## config.mk

```make
export PLATFORM = sky130hd
export DESIGN_NAME = fg_fetch_arbiter_flat
export DESIGN_NICKNAME = d
export VERILOG_FILES = /design/src/rtl/fg_fetch_pkg.sv /design/src/rtl/fg_fetch_arbiter_if.sv /design/src/rtl/fg_write_fifo.sv /design/src/rtl/fg_fetch_arbiter.sv /design/src/flat_wrapper.sv
export SDC_FILE = /design/constraint.sdc
export NUM_CORES = 1
export LEC_CHECK = 0
export BUFFER_PORTS_ARGS = -buffer_cell sky130_fd_sc_hd__buf_2
export CAP_MARGIN = 40
export CORE_ASPECT_RATIO = 0.9
export CORE_UTILIZATION = 54
export DETAILED_ROUTE_END_ITERATION = 16
export PLACE_DENSITY_LB_ADDON = 0.1
export RECOVER_POWER = 100
export SYNTH_ARGS = -nofsm -noshare
export SYNTH_HDL_FRONTEND = slang
export SYNTH_HIERARCHICAL = 1
export SYNTH_SLANG_ARGS = --single-unit
```

## constraint.sdc

```tcl
create_clock -name clk -period 4.75 [get_ports clk]
set_input_delay 0.7125 -clock clk [delete_from_list [all_inputs] [get_ports clk]]
set_output_delay 0.7125 -clock clk [all_outputs]
set_load 0.02 [all_outputs]
```

## src/rtl/fg_fetch_pkg.sv

```systemverilog
// fg_fetch_pkg
// Shared configuration, types and address helper for the foreground fetch
// arbiter. The read path (pipeline requests) and the write path (capture
// FIFO) both form SRAM word addresses through pixel_addr(), so the two paths
// always agree on the frame layout.
//
// Contents:
//   PRECISION .. WR_FIFO_DEPTH   frame / bus geometry
//   fg_resp_t                    delay-line tag {valid, skip}
//   wr_entry_t                   queued SRAM write {addr, data}
//   pixel_addr(x, y)             y*FG_WIDTH + x, truncated to ADDR_WIDTH
package fg_fetch_pkg;

  localparam int PRECISION         = 11;
  localparam int PIXEL_SIZE        = 16;
  localparam int FG_WIDTH          = 800;
  localparam int FG_HEIGHT         = 600;
  localparam int ADDR_WIDTH        = 19;
  localparam int SRAM_READ_LATENCY = 1;
  localparam int WR_FIFO_DEPTH     = 4;

  // Bit width needed to hold FG_WIDTH itself; sets the multiplier width.
  localparam int FG_WIDTH_BITS = $clog2(FG_WIDTH + 1);
  localparam int PROD_WIDTH    = PRECISION + FG_WIDTH_BITS;

  localparam logic [PRECISION-1:0]     FG_WIDTH_P  = PRECISION'(FG_WIDTH);
  localparam logic [PRECISION-1:0]     FG_HEIGHT_P = PRECISION'(FG_HEIGHT);
  localparam logic [FG_WIDTH_BITS-1:0] FG_WIDTH_M  = FG_WIDTH_BITS'(FG_WIDTH);

  typedef struct packed {
    logic valid;
    logic skip;
  } fg_resp_t;

  typedef struct packed {
    logic [ADDR_WIDTH-1:0] addr;
    logic [PIXEL_SIZE-1:0] data;
  } wr_entry_t;

  // Callers must bounds-check first; the result is simply truncated.
  function automatic logic [ADDR_WIDTH-1:0] pixel_addr(input logic [PRECISION-1:0] x,
                                                       input logic [PRECISION-1:0] y);
    logic [PROD_WIDTH-1:0] prod;
    prod = PROD_WIDTH'(y) * PROD_WIDTH'(FG_WIDTH_M);
    prod = prod + PROD_WIDTH'(x);
    return prod[ADDR_WIDTH-1:0];
  endfunction

endpackage

```

## src/rtl/fg_fetch_arbiter_if.sv

```systemverilog
// fg_fetch_arbiter_if
// Bundles the arbiter's three buses: the pixel-pipeline request/response
// pair, the capture-path write port, and the single-ported SRAM.
//
// Modports:
//   slave   the arbiter itself (takes requests/writes, drives the SRAM)
//   master  the surrounding environment (pipeline, capture path, SRAM)
//
// Signals:
//   fg_pixel_request_x/y/active   signed request coordinate + valid
//   fg_pixel_in/skip/ready        response pixel, out-of-bounds flag, valid
//   wr_x/wr_y/wr_data/wr_valid    capture write offer
//   wr_ready                      write accepted when high with wr_valid
//   ctrl_fg_freeze                drop new writes while high
//   sram_addr/wdata/we/oe/rdata   registered SRAM bus
//   overrun_count                 write back-pressure cycle counter
interface fg_fetch_arbiter_if;
  import fg_fetch_pkg::*;

  logic signed [PRECISION:0]  fg_pixel_request_x;
  logic signed [PRECISION:0]  fg_pixel_request_y;
  logic                       fg_pixel_request_active;
  logic [PIXEL_SIZE-1:0]      fg_pixel_in;
  logic                       fg_pixel_skip;
  logic                       fg_pixel_ready;

  logic [PRECISION-1:0]       wr_x;
  logic [PRECISION-1:0]       wr_y;
  logic [PIXEL_SIZE-1:0]      wr_data;
  logic                       wr_valid;
  logic                       wr_ready;
  logic                       ctrl_fg_freeze;

  logic [ADDR_WIDTH-1:0]      sram_addr;
  logic [PIXEL_SIZE-1:0]      sram_wdata;
  logic                       sram_we;
  logic                       sram_oe;
  logic [PIXEL_SIZE-1:0]      sram_rdata;

  logic [15:0]                overrun_count;

  modport slave (
    input  fg_pixel_request_x, fg_pixel_request_y, fg_pixel_request_active,
    output fg_pixel_in, fg_pixel_skip, fg_pixel_ready,
    input  wr_x, wr_y, wr_data, wr_valid, ctrl_fg_freeze,
    output wr_ready,
    output sram_addr, sram_wdata, sram_we, sram_oe,
    input  sram_rdata,
    output overrun_count
  );

  modport master (
    output fg_pixel_request_x, fg_pixel_request_y, fg_pixel_request_active,
    input  fg_pixel_in, fg_pixel_skip, fg_pixel_ready,
    output wr_x, wr_y, wr_data, wr_valid, ctrl_fg_freeze,
    input  wr_ready,
    input  sram_addr, sram_wdata, sram_we, sram_oe,
    output sram_rdata,
    input  overrun_count
  );

endinterface

```

## src/rtl/fg_write_fifo.sv

```systemverilog
// fg_write_fifo
// Small synchronous FIFO holding pending foreground SRAM writes. The head
// entry is presented combinationally (show-ahead) so the arbiter can issue
// it in the same cycle it decides to pop.
//
// Ports:
//   clk, rst    clock and synchronous active-high reset
//   push        write push_data this cycle
//   push_data   {addr, data} entry
//   pop         retire the head entry this cycle
//   head        current head entry (valid only when !empty)
//   full/empty  occupancy flags derived from the registered count
module fg_write_fifo
  import fg_fetch_pkg::*;
#(
  parameter int DEPTH = WR_FIFO_DEPTH
) (
  input  logic      clk,
  input  logic      rst,
  input  logic      push,
  input  wr_entry_t push_data,
  input  logic      pop,
  output wr_entry_t head,
  output logic      full,
  output logic      empty
);

  localparam int PTR_W = $clog2(DEPTH);
  localparam logic [PTR_W:0] FULL_COUNT = (PTR_W + 1)'(DEPTH);

  wr_entry_t        mem [DEPTH];
  logic [PTR_W-1:0] wr_ptr;
  logic [PTR_W-1:0] rd_ptr;
  logic [PTR_W:0]   count;
  logic             do_push;
  logic             do_pop;

  // A push while full is only legal when the head leaves in the same cycle.
  assign do_pop  = pop && !empty;
  assign do_push = push && (!full || do_pop);

  // Pointer and occupancy bookkeeping; pointers wrap naturally since DEPTH
  // is a power of two.
  always_ff @(posedge clk) begin
    if (rst) begin
      wr_ptr <= '0;
      rd_ptr <= '0;
      count  <= '0;
    end else begin
      if (do_push) wr_ptr <= wr_ptr + 1'b1;
      if (do_pop)  rd_ptr <= rd_ptr + 1'b1;
      case ({do_push, do_pop})
        2'b10:   count <= count + 1'b1;
        2'b01:   count <= count - 1'b1;
        default: count <= count;
      endcase
    end
  end

  // Storage needs no reset: occupancy alone decides which entries are live.
  always_ff @(posedge clk) begin
    if (do_push) mem[wr_ptr] <= push_data;
  end

  assign head  = mem[rd_ptr];
  assign full  = (count == FULL_COUNT);
  assign empty = (count == '0);

endmodule

```

## src/rtl/fg_fetch_arbiter.sv

```systemverilog
// fg_fetch_arbiter
// Foreground memory front-end ahead of the pixel pipeline. Signed pipeline
// requests become SRAM reads (or skips when off-frame) and come back exactly
// FOREGROUND_FETCH_CYCLE_DELAY cycles later with no stall path. Cycles with
// no in-bounds read drain one entry of the capture write FIFO. Reads always
// win the single SRAM port.
//
// Ports:
//   clk   system clock
//   rst   synchronous active-high reset
//   fg    fg_fetch_arbiter_if.slave (request/response, write port, SRAM)
//
// Build option:
//   FG_FETCH_OVERRUN_CNT_EN  when defined, fg.overrun_count counts cycles
//                            with wr_valid && !wr_ready, saturating at
//                            16'hFFFF; otherwise it is tied to zero.
module fg_fetch_arbiter
  import fg_fetch_pkg::*;
(
  input  logic clk,
  input  logic rst,
  fg_fetch_arbiter_if.slave fg
);

  localparam int FOREGROUND_FETCH_CYCLE_DELAY = SRAM_READ_LATENCY + 2;
  // Delay-line stage that lines up with sram_rdata being valid.
  localparam int DATA_TAP = SRAM_READ_LATENCY;

  logic                  rd_in_bounds;
  logic                  rd_go;
  logic [ADDR_WIDTH-1:0] rd_addr;
  logic                  wr_in_bounds;
  logic                  fifo_push;
  logic                  fifo_pop;
  logic                  fifo_full;
  logic                  fifo_empty;
  wr_entry_t             fifo_in;
  wr_entry_t             fifo_head;
  fg_resp_t              delay_line [FOREGROUND_FETCH_CYCLE_DELAY];

  // Address stage: bounds checks and address formation for both paths.
  // A negative coordinate shows up as the sign bit, so the magnitude compare
  // only needs the low PRECISION bits.
  always_comb begin
    rd_in_bounds = !fg.fg_pixel_request_x[PRECISION] &&
                   (fg.fg_pixel_request_x[PRECISION-1:0] < FG_WIDTH_P) &&
                   !fg.fg_pixel_request_y[PRECISION] &&
                   (fg.fg_pixel_request_y[PRECISION-1:0] < FG_HEIGHT_P);
    rd_go        = fg.fg_pixel_request_active && rd_in_bounds;
    rd_addr      = pixel_addr(fg.fg_pixel_request_x[PRECISION-1:0],
                              fg.fg_pixel_request_y[PRECISION-1:0]);
    wr_in_bounds = (fg.wr_x < FG_WIDTH_P) && (fg.wr_y < FG_HEIGHT_P);
    // Off-frame or frozen writes are still handshaken, just never queued.
    fifo_push    = fg.wr_valid && !fifo_full && !fg.ctrl_fg_freeze && wr_in_bounds;
    // Any cycle without an in-bounds read is a write slot, skips included.
    fifo_pop     = !rd_go && !fifo_empty;
    fifo_in.addr = pixel_addr(fg.wr_x, fg.wr_y);
    fifo_in.data = fg.wr_data;
  end

  assign fg.wr_ready = !fifo_full;

  fg_write_fifo #(
    .DEPTH(WR_FIFO_DEPTH)
  ) u_write_fifo (
    .clk       (clk),
    .rst       (rst),
    .push      (fifo_push),
    .push_data (fifo_in),
    .pop       (fifo_pop),
    .head      (fifo_head),
    .full      (fifo_full),
    .empty     (fifo_empty)
  );

  // SRAM command register. Address and write data hold their last value on
  // idle cycles so the bus does not toggle needlessly.
  always_ff @(posedge clk) begin
    if (rst) begin
      fg.sram_addr  <= '0;
      fg.sram_wdata <= '0;
      fg.sram_we    <= 1'b0;
      fg.sram_oe    <= 1'b0;
    end else begin
      fg.sram_we <= 1'b0;
      fg.sram_oe <= 1'b0;
      if (rd_go) begin
        fg.sram_oe   <= 1'b1;
        fg.sram_addr <= rd_addr;
      end else if (fifo_pop) begin
        fg.sram_we    <= 1'b1;
        fg.sram_addr  <= fifo_head.addr;
        fg.sram_wdata <= fifo_head.data;
      end
    end
  end

  // Fixed-latency tag pipeline: every request, hit or skip, yields exactly
  // one response at the far end.
  always_ff @(posedge clk) begin
    if (rst) begin
      for (int i = 0; i < FOREGROUND_FETCH_CYCLE_DELAY; i++) delay_line[i] <= '0;
    end else begin
      delay_line[0] <= '{valid: fg.fg_pixel_request_active,
                         skip:  fg.fg_pixel_request_active && !rd_in_bounds};
      for (int i = 1; i < FOREGROUND_FETCH_CYCLE_DELAY; i++) delay_line[i] <= delay_line[i-1];
    end
  end

  assign fg.fg_pixel_ready = delay_line[FOREGROUND_FETCH_CYCLE_DELAY-1].valid;
  assign fg.fg_pixel_skip  = delay_line[FOREGROUND_FETCH_CYCLE_DELAY-1].skip;

  // Capture read data one stage before the response leaves; skips and empty
  // slots force the pixel to zero.
  always_ff @(posedge clk) begin
    if (rst) begin
      fg.fg_pixel_in <= '0;
    end else if (delay_line[DATA_TAP].valid && !delay_line[DATA_TAP].skip) begin
      fg.fg_pixel_in <= fg.sram_rdata;
    end else begin
      fg.fg_pixel_in <= '0;
    end
  end

`ifdef FG_FETCH_OVERRUN_CNT_EN
  logic [15:0] overrun_q;

  // Saturating count of cycles the capture path was back-pressured.
  always_ff @(posedge clk) begin
    if (rst) begin
      overrun_q <= '0;
    end else if (fg.wr_valid && fifo_full && (overrun_q != 16'hFFFF)) begin
      overrun_q <= overrun_q + 16'd1;
    end
  end

  assign fg.overrun_count = overrun_q;
`else
  assign fg.overrun_count = '0;
`endif

endmodule

```

## src/flat_wrapper.sv

```systemverilog
// flat-port wrapper written by rule: the top's interface ports become plain ports
module fg_fetch_arbiter_flat import fg_fetch_pkg::*;
  (clk, rst, fg_fg_pixel_request_x, fg_fg_pixel_request_y, fg_fg_pixel_request_active, fg_fg_pixel_in, fg_fg_pixel_skip, fg_fg_pixel_ready, fg_wr_x, fg_wr_y, fg_wr_data, fg_wr_valid, fg_ctrl_fg_freeze, fg_wr_ready, fg_sram_addr, fg_sram_wdata, fg_sram_we, fg_sram_oe, fg_sram_rdata, fg_overrun_count);
  fg_fetch_arbiter_if fg_i ();
  input  logic clk;
  input  logic rst;
  input wire logic [$bits(fg_i.fg_pixel_request_x)-1:0] fg_fg_pixel_request_x;
  input wire logic [$bits(fg_i.fg_pixel_request_y)-1:0] fg_fg_pixel_request_y;
  input wire logic [$bits(fg_i.fg_pixel_request_active)-1:0] fg_fg_pixel_request_active;
  output wire logic [$bits(fg_i.fg_pixel_in)-1:0] fg_fg_pixel_in;
  output wire logic [$bits(fg_i.fg_pixel_skip)-1:0] fg_fg_pixel_skip;
  output wire logic [$bits(fg_i.fg_pixel_ready)-1:0] fg_fg_pixel_ready;
  input wire logic [$bits(fg_i.wr_x)-1:0] fg_wr_x;
  input wire logic [$bits(fg_i.wr_y)-1:0] fg_wr_y;
  input wire logic [$bits(fg_i.wr_data)-1:0] fg_wr_data;
  input wire logic [$bits(fg_i.wr_valid)-1:0] fg_wr_valid;
  input wire logic [$bits(fg_i.ctrl_fg_freeze)-1:0] fg_ctrl_fg_freeze;
  output wire logic [$bits(fg_i.wr_ready)-1:0] fg_wr_ready;
  output wire logic [$bits(fg_i.sram_addr)-1:0] fg_sram_addr;
  output wire logic [$bits(fg_i.sram_wdata)-1:0] fg_sram_wdata;
  output wire logic [$bits(fg_i.sram_we)-1:0] fg_sram_we;
  output wire logic [$bits(fg_i.sram_oe)-1:0] fg_sram_oe;
  input wire logic [$bits(fg_i.sram_rdata)-1:0] fg_sram_rdata;
  output wire logic [$bits(fg_i.overrun_count)-1:0] fg_overrun_count;
  assign fg_i.fg_pixel_request_x = fg_fg_pixel_request_x;
  assign fg_i.fg_pixel_request_y = fg_fg_pixel_request_y;
  assign fg_i.fg_pixel_request_active = fg_fg_pixel_request_active;
  assign fg_fg_pixel_in = fg_i.fg_pixel_in;
  assign fg_fg_pixel_skip = fg_i.fg_pixel_skip;
  assign fg_fg_pixel_ready = fg_i.fg_pixel_ready;
  assign fg_i.wr_x = fg_wr_x;
  assign fg_i.wr_y = fg_wr_y;
  assign fg_i.wr_data = fg_wr_data;
  assign fg_i.wr_valid = fg_wr_valid;
  assign fg_i.ctrl_fg_freeze = fg_ctrl_fg_freeze;
  assign fg_wr_ready = fg_i.wr_ready;
  assign fg_sram_addr = fg_i.sram_addr;
  assign fg_sram_wdata = fg_i.sram_wdata;
  assign fg_sram_we = fg_i.sram_we;
  assign fg_sram_oe = fg_i.sram_oe;
  assign fg_i.sram_rdata = fg_sram_rdata;
  assign fg_overrun_count = fg_i.overrun_count;
  fg_fetch_arbiter u_core (.clk(clk), .rst(rst), .fg(fg_i));
endmodule
```

==> reports/metrics.csv, run 1 <==
metric,value,unit
dr.pass1.iters,4,
core,18700,um^2
synthAdderAreaFrac,13.29,%
cts_tree,done,
synth-compound-area-share,7.265,%
grt_pass1_wl,32220,um
clockBufferDepth,3,
drive_gt1_share,15.50,%
drv_cap,1,
cts_resized,0,
worstPathCellList,"clkbuf_1, ha_1, ha_1, ha_1, inv_1, fa_1, inv_1, ha_1, o41ai_1, nor3_1, mux2i_1, xnor2_1",
grt_overflow,0,
rsz0062_at_grt,no,
antenna_found_initial,0,
clockRootBuffer,clkbuf_16,
hold_violations,0,
fmax,254.0,MHz
min_period_over_period,82.90,%
setup_tns,0,ns
hold_class,in -> reg,
drt_first_iter_violations,315,
leakagePower,4.668,nW
fin_worst_skew,0.01232,ns
ctsHoldBuffers,0,
synth_top_family_by_area,adder cells,
syn_area,10450,um^2
io_buffers,138,
path_max_fanout,5,
finalSetupViolCount,0,
cts_buffers,22,
cpMostUsedCell,ha_1,
synth_area_leaders,"edfxtp_1 (40%), dfxtp_1 (13%), ha_1 (10%), mux4_2 (6.5%), fa_1 (2.9%)",
timing.max_slew.rel_slack,-2.943,%
synthMuxAreaShare,9.599,%
syn_area_per_cell,13.33,um^2
synthCells,784,
yosys.area_share.simple,7.576,%
clk_latency,0.49,ns
die_width,148.7,um
violations,"capacitance limit, slew limit",
fp.dieH,134.0,um
cts_setup_buffers,0,
startpoint_type,primary input,
worstPathRequired,5.02,ns
synth_top_flop_cell,edfxtp_1,
critPathMaxStageDelay,1.01,ns
cp_slowest_cell,o41ai_1,
power,4.701,mW
synth_top_cell_by_area,edfxtp_1,
slew_violations,20,
cts_max_level,1,
tightest_slew,1.544,ns
crit_path_end_kind,flip-flop,
status,finished with violations,
antenna_left,0,
drc,0,
start_util,55.90,%
nets,1124,
synth-xor-area-share,3.722,%
grt_max_degree,28,
synth_edf_count,140,
dp_hpwl,14670,um
power.density,393.3,nW/um^2
synth-seq-cells,208,
grt_pass1_vias,6504,
dr_total_vias,6355,
rows,47,
crit_type,in -> reg,
cts.sinks,208,
ys_warn_count,6,
area_growth,14.34,%
arrival,4.20,ns
wl_per_cell,16.66,um
netlist.area_leader.share,40.22,%
place.gp.congestion,0.8635,
via_per_inst,5.291,
irDropWorstVdd,0.2438,mV
ys_types,70,
grt_usage,20.54,%
seq_area_frac_synth,53.24,%
clk_pin_slew_worst_paths,0.06,ns
synthArstFlopShare,0,%
min_period,3.938,ns
die_area,19920,um^2
drt-total-wl,20000,um
io_pins,155,
registers in the layout (all words and copies together), names as in the netlist, named ones only:
register,cells
u_core/fg.sram_wdata,16
u_core/u_write_fifo/count,3
u_core/fg.sram_addr,19
u_core/fg.sram_oe,1
u_core/fg.sram_we,1
u_core/u_write_fifo/rd_ptr,2
u_core/delay_line,6
u_core/fg.fg_pixel_in,16
u_core/u_write_fifo/mem,140
u_core/u_write_fifo/wr_ptr,2
power breakdown:
group	switching [mW]	internal (mW)	total, mW
logic	0.570	0.376	0.946
registers	0.00950	2.03	2.04
clock network	0.654	1.06	1.71
cell usage after synthesis, types with 2 or more instances:
master    instances
o21bai_1          2
o22ai_1           8
nor2_1           30
nor4_1            3
o21a_1            3
fa_1             15
inv_1            76
nor2b_1          15
a31oi_1           3
o31a_1            2
buf_2             5
dfxtp_1          68
edfxtp_1        140
clkbuf_1          9
nand2b_1          7
mux2i_1          17
nor3_1            8
mux4_1            5
mux4_2           30
and2_1           23
a21oi_1          35
xor2_1           16
buf_4            16
a211oi_2          2
nand2_1          44
nand3b_1          2
or3_1             2
o21ai_1           3
xnor2_1          24
nor3b_1           2
buf_1             2
a21o_1            5
o31ai_1           3
o21ai_0          15
or2_2             4
nand3_1           3
buf_12            3
ha_1             87
a211oi_1         16
per-layer routing:
layer | share of wire, % | global-route usage, % | vias to the layer above
met2 | 48 | 34.68 | 165
met4 | 1.9 | 5.556 | 0
met5 | 0 | 0 | -
met3 | 4.5 | 2.789 | 27
li1 | - | - | 3123
met1 | 46 | 27.92 | 3040
final timing paths:
check / from / cells after the start / endpoint / slack, ns
worst min-delay path: fg_sram_rdata[6] / 2 / u_core/fg.fg_pixel_in[6] / 0.43
worst max-delay path: fg_wr_y[1] / 12 / u_core/u_write_fifo/mem[2][30] / 0.81
worst max register to register: u_core/u_write_fifo/count[0] / 8 / u_core/u_write_fifo/mem[3][29] / 1.07
worst min register to register: u_core/delay_line[0][1] / 1 / u_core/delay_line[0][3] / 0.44
logic make-up (layout without fill, tap and decap cells):
group | Yosys count | count (layout)
flops | 208 | 208
mux | 54 | 54
simple gates | 151 | 151
compound gates | 112 | 112
other cells | 1 | 17
fa+ha+maj | 102 | 102
buf+inv | 114 | 270
xor+xnor | 42 | 42
layout make-up:
type | count | area (um^2)
antenna | 1 | 2.502
clock buffer | 30 | 641.9
clock inverter | 10 | 106.4
fill | 1469 | 6748
inverter | 77 | 289.0
multi-input combinational | 477 | 4362
sequential | 208 | 5565
tap | 245 | 306.5
timing repair buffer | 153 | 679.4
worst max-delay path, delay by kind of cell:
kind / cells / cell delay [ns]
and+or+nand+nor: 1 / 0.12
adders and majority gates: 5 / 1.66
muxes: 1 / 0.17
AOI/OAI and AO/OA: 1 / 1.01
xor gates and xnor gates: 1 / 0.30
buffers and inverters: 3 / 0.22
cell usage in the layout, fill, tap and decap left out, types with 3 or more instances in the layout:
| cell | Yosys | layout |
|---|---|---|
| inv_1 | 76 | 77 |
| nand2_1 | 44 | 44 |
| dfxtp_1 | 68 | 68 |
| clkbuf_16 | 0 | 23 |
| ha_1 | 87 | 87 |
| a211oi_1 | 16 | 17 |
| and2_0 | 0 | 11 |
| a31oi_1 | 3 | 3 |
| a21o_1 | 5 | 5 |
| nor3b_1 | 2 | 3 |
| nand2b_1 | 7 | 7 |
| a21oi_1 | 35 | 36 |
| edfxtp_1 | 140 | 140 |
| and2_2 | 0 | 3 |
| nor4_1 | 3 | 3 |
| conb_1 | 1 | 16 |
| mux4_2 | 30 | 30 |
| o31ai_1 | 3 | 3 |
| clkbuf_8 | 0 | 4 |
| o21ai_1 | 3 | 3 |
| or2_2 | 4 | 4 |
| mux4_1 | 5 | 5 |
| nor2b_1 | 15 | 15 |
| o21a_1 | 3 | 3 |
| buf_2 | 5 | 57 |
| mux2i_1 | 17 | 17 |
| o22ai_1 | 8 | 8 |
| nor2_1 | 30 | 30 |
| xor2_1 | 16 | 16 |
| and2_1 | 23 | 9 |
| clkbuf_1 | 9 | 92 |
| clkinv_2 | 0 | 5 |
| nand3_1 | 3 | 3 |
| buf_4 | 16 | 6 |
| nor3_1 | 8 | 7 |
| fa_1 | 15 | 15 |
| xnor2_1 | 24 | 25 |
| o21ai_0 | 15 | 15 |
stage by stage:
stage | hold WS (ns) | utilization [%] | setup slack (ns) | area, um^2 | cells
floorplan | 0.4138 | - | 0.8579 | 10510 | 799
global placement | 0.4241 | 60.75 | 0.6003 | 11360 | 1159
detailed placement | 0.4299 | 60.83 | 0.5494 | 11380 | 1160
CTS | 0.4117 | 64.83 | 1.046 | 12120 | 1200
global route | 0.4119 | 63.90 | 0.5092 | 11950 | 1200
finish | 0.4266 | 63.92 | 0.8124 | 11950 | 1201
Note: power is estimated with default switching activity, not from simulation.
==> run 2: changes to the inputs <==
--- a/config.mk
+++ b/config.mk
@@ -5,6 +5,7 @@
 export SDC_FILE = /design/constraint.sdc
 export NUM_CORES = 1
 export LEC_CHECK = 0
+export ABC_AREA = 1
 export BUFFER_PORTS_ARGS = -buffer_cell sky130_fd_sc_hd__buf_2
 export CAP_MARGIN = 40
 export CORE_ASPECT_RATIO = 0.9
==> constraint.sdc (replaced) <==
create_clock -name clk -period 4.1 [get_ports clk]
set_input_delay 0.615 -clock clk [delete_from_list [all_inputs] [get_ports clk]]
set_output_delay 0.615 -clock clk [all_outputs]
set_load 0.02 [all_outputs]
==> run 2 against run 1 <==
  * The run now ends clean
  * Synthesized cell count rose by 42%
  * Via count rose by 23%
  * Worst hold slack got worse by 0.098 ns
  * Power rose by 22%
  * Count of clock-buffer cells in the layout fell by 3
  * Clock skew fell by 0.0073 ns
  * Critical endpoint is now u_core/u_write_fifo/mem[2][15]
  * Largest cell class unchanged
==> reports/metrics.csv, run 2 <==
metric,value,unit,change
path_max_fanout,35,,+30
drt-total-wl,22540,um,+13%
cpMostUsedCell,inv_1,,
mostFrequentLayoutCells,"nor2_1 (158), inv_1 (155), nand2_1 (153)",,
grt_pass1_vias,7193,,+11%
fp.dieH,135.9,um,+1.4%
cts.sinks,208,,unchanged
synthCells,1116,,+42%
hold_class,in -> reg,,
clk_latency,0.49,ns,about the same
final.setup.worst_slack,0.5442,ns,-0.2682 ns
tightest_slew,1.258,ns,-0.2865 ns
core,19340,um^2,+3.4%
syn_area_per_cell,9.634,um^2,-28%
place_inst,1482,,+28%
crit_path_end_kind,flip-flop,,
cts_resized,0,,unchanged
largest_reg_flops,140,,unchanged
synth-seq-cells,208,,unchanged
drc,0,,unchanged
clockBufferDepth,3,,unchanged
cts_max_level,1,,unchanged
ys_warn_count,6,,unchanged
cts_tree,done,,
layout_commonest_cell,nor2_1,,
grt_overflow,0,,unchanged
yosysMostFrequentCell,nor2_1,,
min_period,3.556,ns,
leakagePower,5.396,nW,+16%
rows,48,,+2.1%
synth_edf_count,140,,unchanged
min_period_over_period,86.73,%,
finalNonFillerCells,1522,,+27%
crit_type,in -> reg,,
regMostFlops,u_core/u_write_fifo/mem,,
arrival,3.67,ns,-0.53 ns
place.gp.congestion,0.8464,,-2.0%
synthTopCellsByCount,"nor2_1 (159), inv_1 (154), nand2_1 (152)",,
worstPathCellList,"buf_2, inv_1, ha_1, inv_1, o21ai_0, a31oi_1, nand3b_4, clkinvlp_2, nor2_8, inv_1, nand3_1, nand2_1, clkbuf_2, nor2_4, clkbuf_2",,
ctsHoldBuffers,0,,unchanged
synth_top_flop_cell,edfxtp_1,,
nets,1441,,+28%
worstPathRequired,4.21,ns,-0.81 ns
dp_hpwl,15250,um,+4.0%
critPathMaxStageDelay,0.77,ns,-0.24 ns
ys_types,41,,-41%
antenna_left,0,,unchanged
synth_top_cell_by_area,edfxtp_1,,
cp_slowest_cell,clkbuf_2,,
fill_cells,1662,,+13%
start_util,55.60,%,-0.30 points
drt_first_iter_violations,468,,+49%
die_width,150.7,um,+1.4%
place_ws,0.2793,ns,-0.2701 ns
dr_total_vias,7826,,+23%
cp_num_buf_inv,7,,+4
io_buffers,138,,unchanged
reg_top3,"u_core/u_write_fifo/mem x140, u_core/fg.sram_addr x19",,
rsz0062_at_grt,no,,
fin_worst_skew,0.005053,ns,-0.007269 ns
synthArstFlopShare,0,%,unchanged
timing.max_slew.rel_slack,16.16,%,+19 points
antenna_found_initial,0,,unchanged
startpoint_type,primary input,,
grt_max_degree,71,,+150%
cts_setup_buffers,0,,unchanged
synth_area_leaders,"edfxtp_1 (39%), dfxtp_1 (13%), ha_1 (10%), nor2_1 (5.6%), inv_1 (5.4%)",,
clk_pin_slew_worst_paths,0.06,ns,about the same
dr.pass1.iters,5,,+1
netlist.area_leader.share,39.10,%,-1.1 points
antennaDiodeCount,0,,-1
io_pins,155,,unchanged
slew_violations,0,,-100%
drive_gt1_share,9.041,%,-6.5 points
seq_area_frac_synth,51.76,%,-1.5 points
hold_violations,0,,unchanged
finalSetupViolCount,0,,unchanged
cts_buffers,22,,unchanged
area_growth,14.34,%,about the same
irDropWorstVdd,0.3126,mV,+28%
grt_usage,21.94,%,+1.4 points
cp_top_family,buffers and inverters,,
clockRootBuffer,clkbuf_16,,
setup_tns,0,ns,unchanged
drv_cap,0,,-1
fmax,281.2,MHz,
power.density,466.4,nW/um^2,+19%
die_area,20480,um^2,+2.8%
wl_per_cell,14.81,um,-11%
via_per_inst,5.142,,-2.8%
grt_pass1_wl,35110,um,+9.0%
status,"complete, no violations",,
final_core_util,63.57,%,-0.35 points
syn_area,10750,um^2,+2.8%
==> run 2: cell count changes after synthesis, moves of 14 or more <==
cell      change
a211oi_1     -16
and2_1       -23
inv_1        +78
mux2i_1      -17
mux4_2       -30
nand2_1     +108
nand3_1      +51
nor2_1      +129
nor2b_1      -14
o21ai_0      +63
o21ai_1      +21
o22ai_1      +27
==> run 2: worst register-to-register path, delay by kind of cell, from the launching register on <==
kind                   cells  cell delay (ns)
buffers and inverters      5             1.39
flip-flops                 1             0.31
AND/OR/NAND/NOR            4             0.27
AO/OA/AOI/OAI              1             0.38
==> run 2: cell type report <==
class | instances | area [um^2] | share of cell area [%]
flip-flops and latches | 208 | 5567 | 45.28
multi-input cells | 718 | 4337 | 35.28
repair buffers | 147 | 671.9 | 5.466
inverters | 159 | 605.6 | 4.926
clock buffers | 27 | 600.6 | 4.886
well taps | 250 | 312.8 | 2.545
clock inverters | 13 | 198.9 | 1.618
==> run 2: cell families after synthesis <==
family                   after synthesis  synth area share [%]
other                                  1               0.03488
AND/OR/NAND/NOR                      390                 15.07
AO/OA/AOI/OAI                        184                 9.612
buffers and inverters                205                 8.414
XOR/XNOR                              26                 2.188
flip-flops                           208                 51.76
adder cells (fa/ha/maj)              102                 12.92
==> run 2: final timing paths <==
| kind | startpoint | endpoint | slack (ns) | depth (start not counted) |
|---|---|---|---|---|
| max | fg_fg_pixel_request_y[10] | u_core/u_write_fifo/mem[2][15] | 0.54 | 15 |
| min | fg_sram_rdata[10] | u_core/fg.fg_pixel_in[10] | 0.33 | 3 |
| max reg2reg | u_core/u_write_fifo/count[2] | u_core/u_write_fifo/mem[2][15] | 1.33 | 10 |
| min reg2reg | u_core/delay_line[0][1] | u_core/delay_line[0][3] | 0.41 | 2 |
==> run 2: routing by layer <==
metal  share of wire, %  routed length [um]  track usage, %  vias up
li1                   -                   -               -     3975
met1                 46               10440           30.18     3631
met2                 47               10600           37.23      199
met3                5.5                1243           3.020       21
met4                1.1                 252           4.111        0
met5                  0                   0               0        -
==> run 2: through the flow <==
step / area [um^2] / hold WS (ns) / total power, mW
floorplan: 10810 / 0.3883 / 3.346
global placement: 11660 / 0.3908 / 3.627
detailed placement: 11660 / 0.3990 / 3.647
CTS: 12460 / 0.3158 / 5.784
global route: 12290 / 0.3220 / 6.026
finish: 12290 / 0.3289 / 5.734
==> run 2: where the power goes <==
group          leakage, nW  internal (mW)  switching, mW
Clock                0.381           1.36          0.781
Combinational         3.20          0.399          0.795
Sequential            1.81           2.38         0.0197
Total                 5.40           4.14           1.60
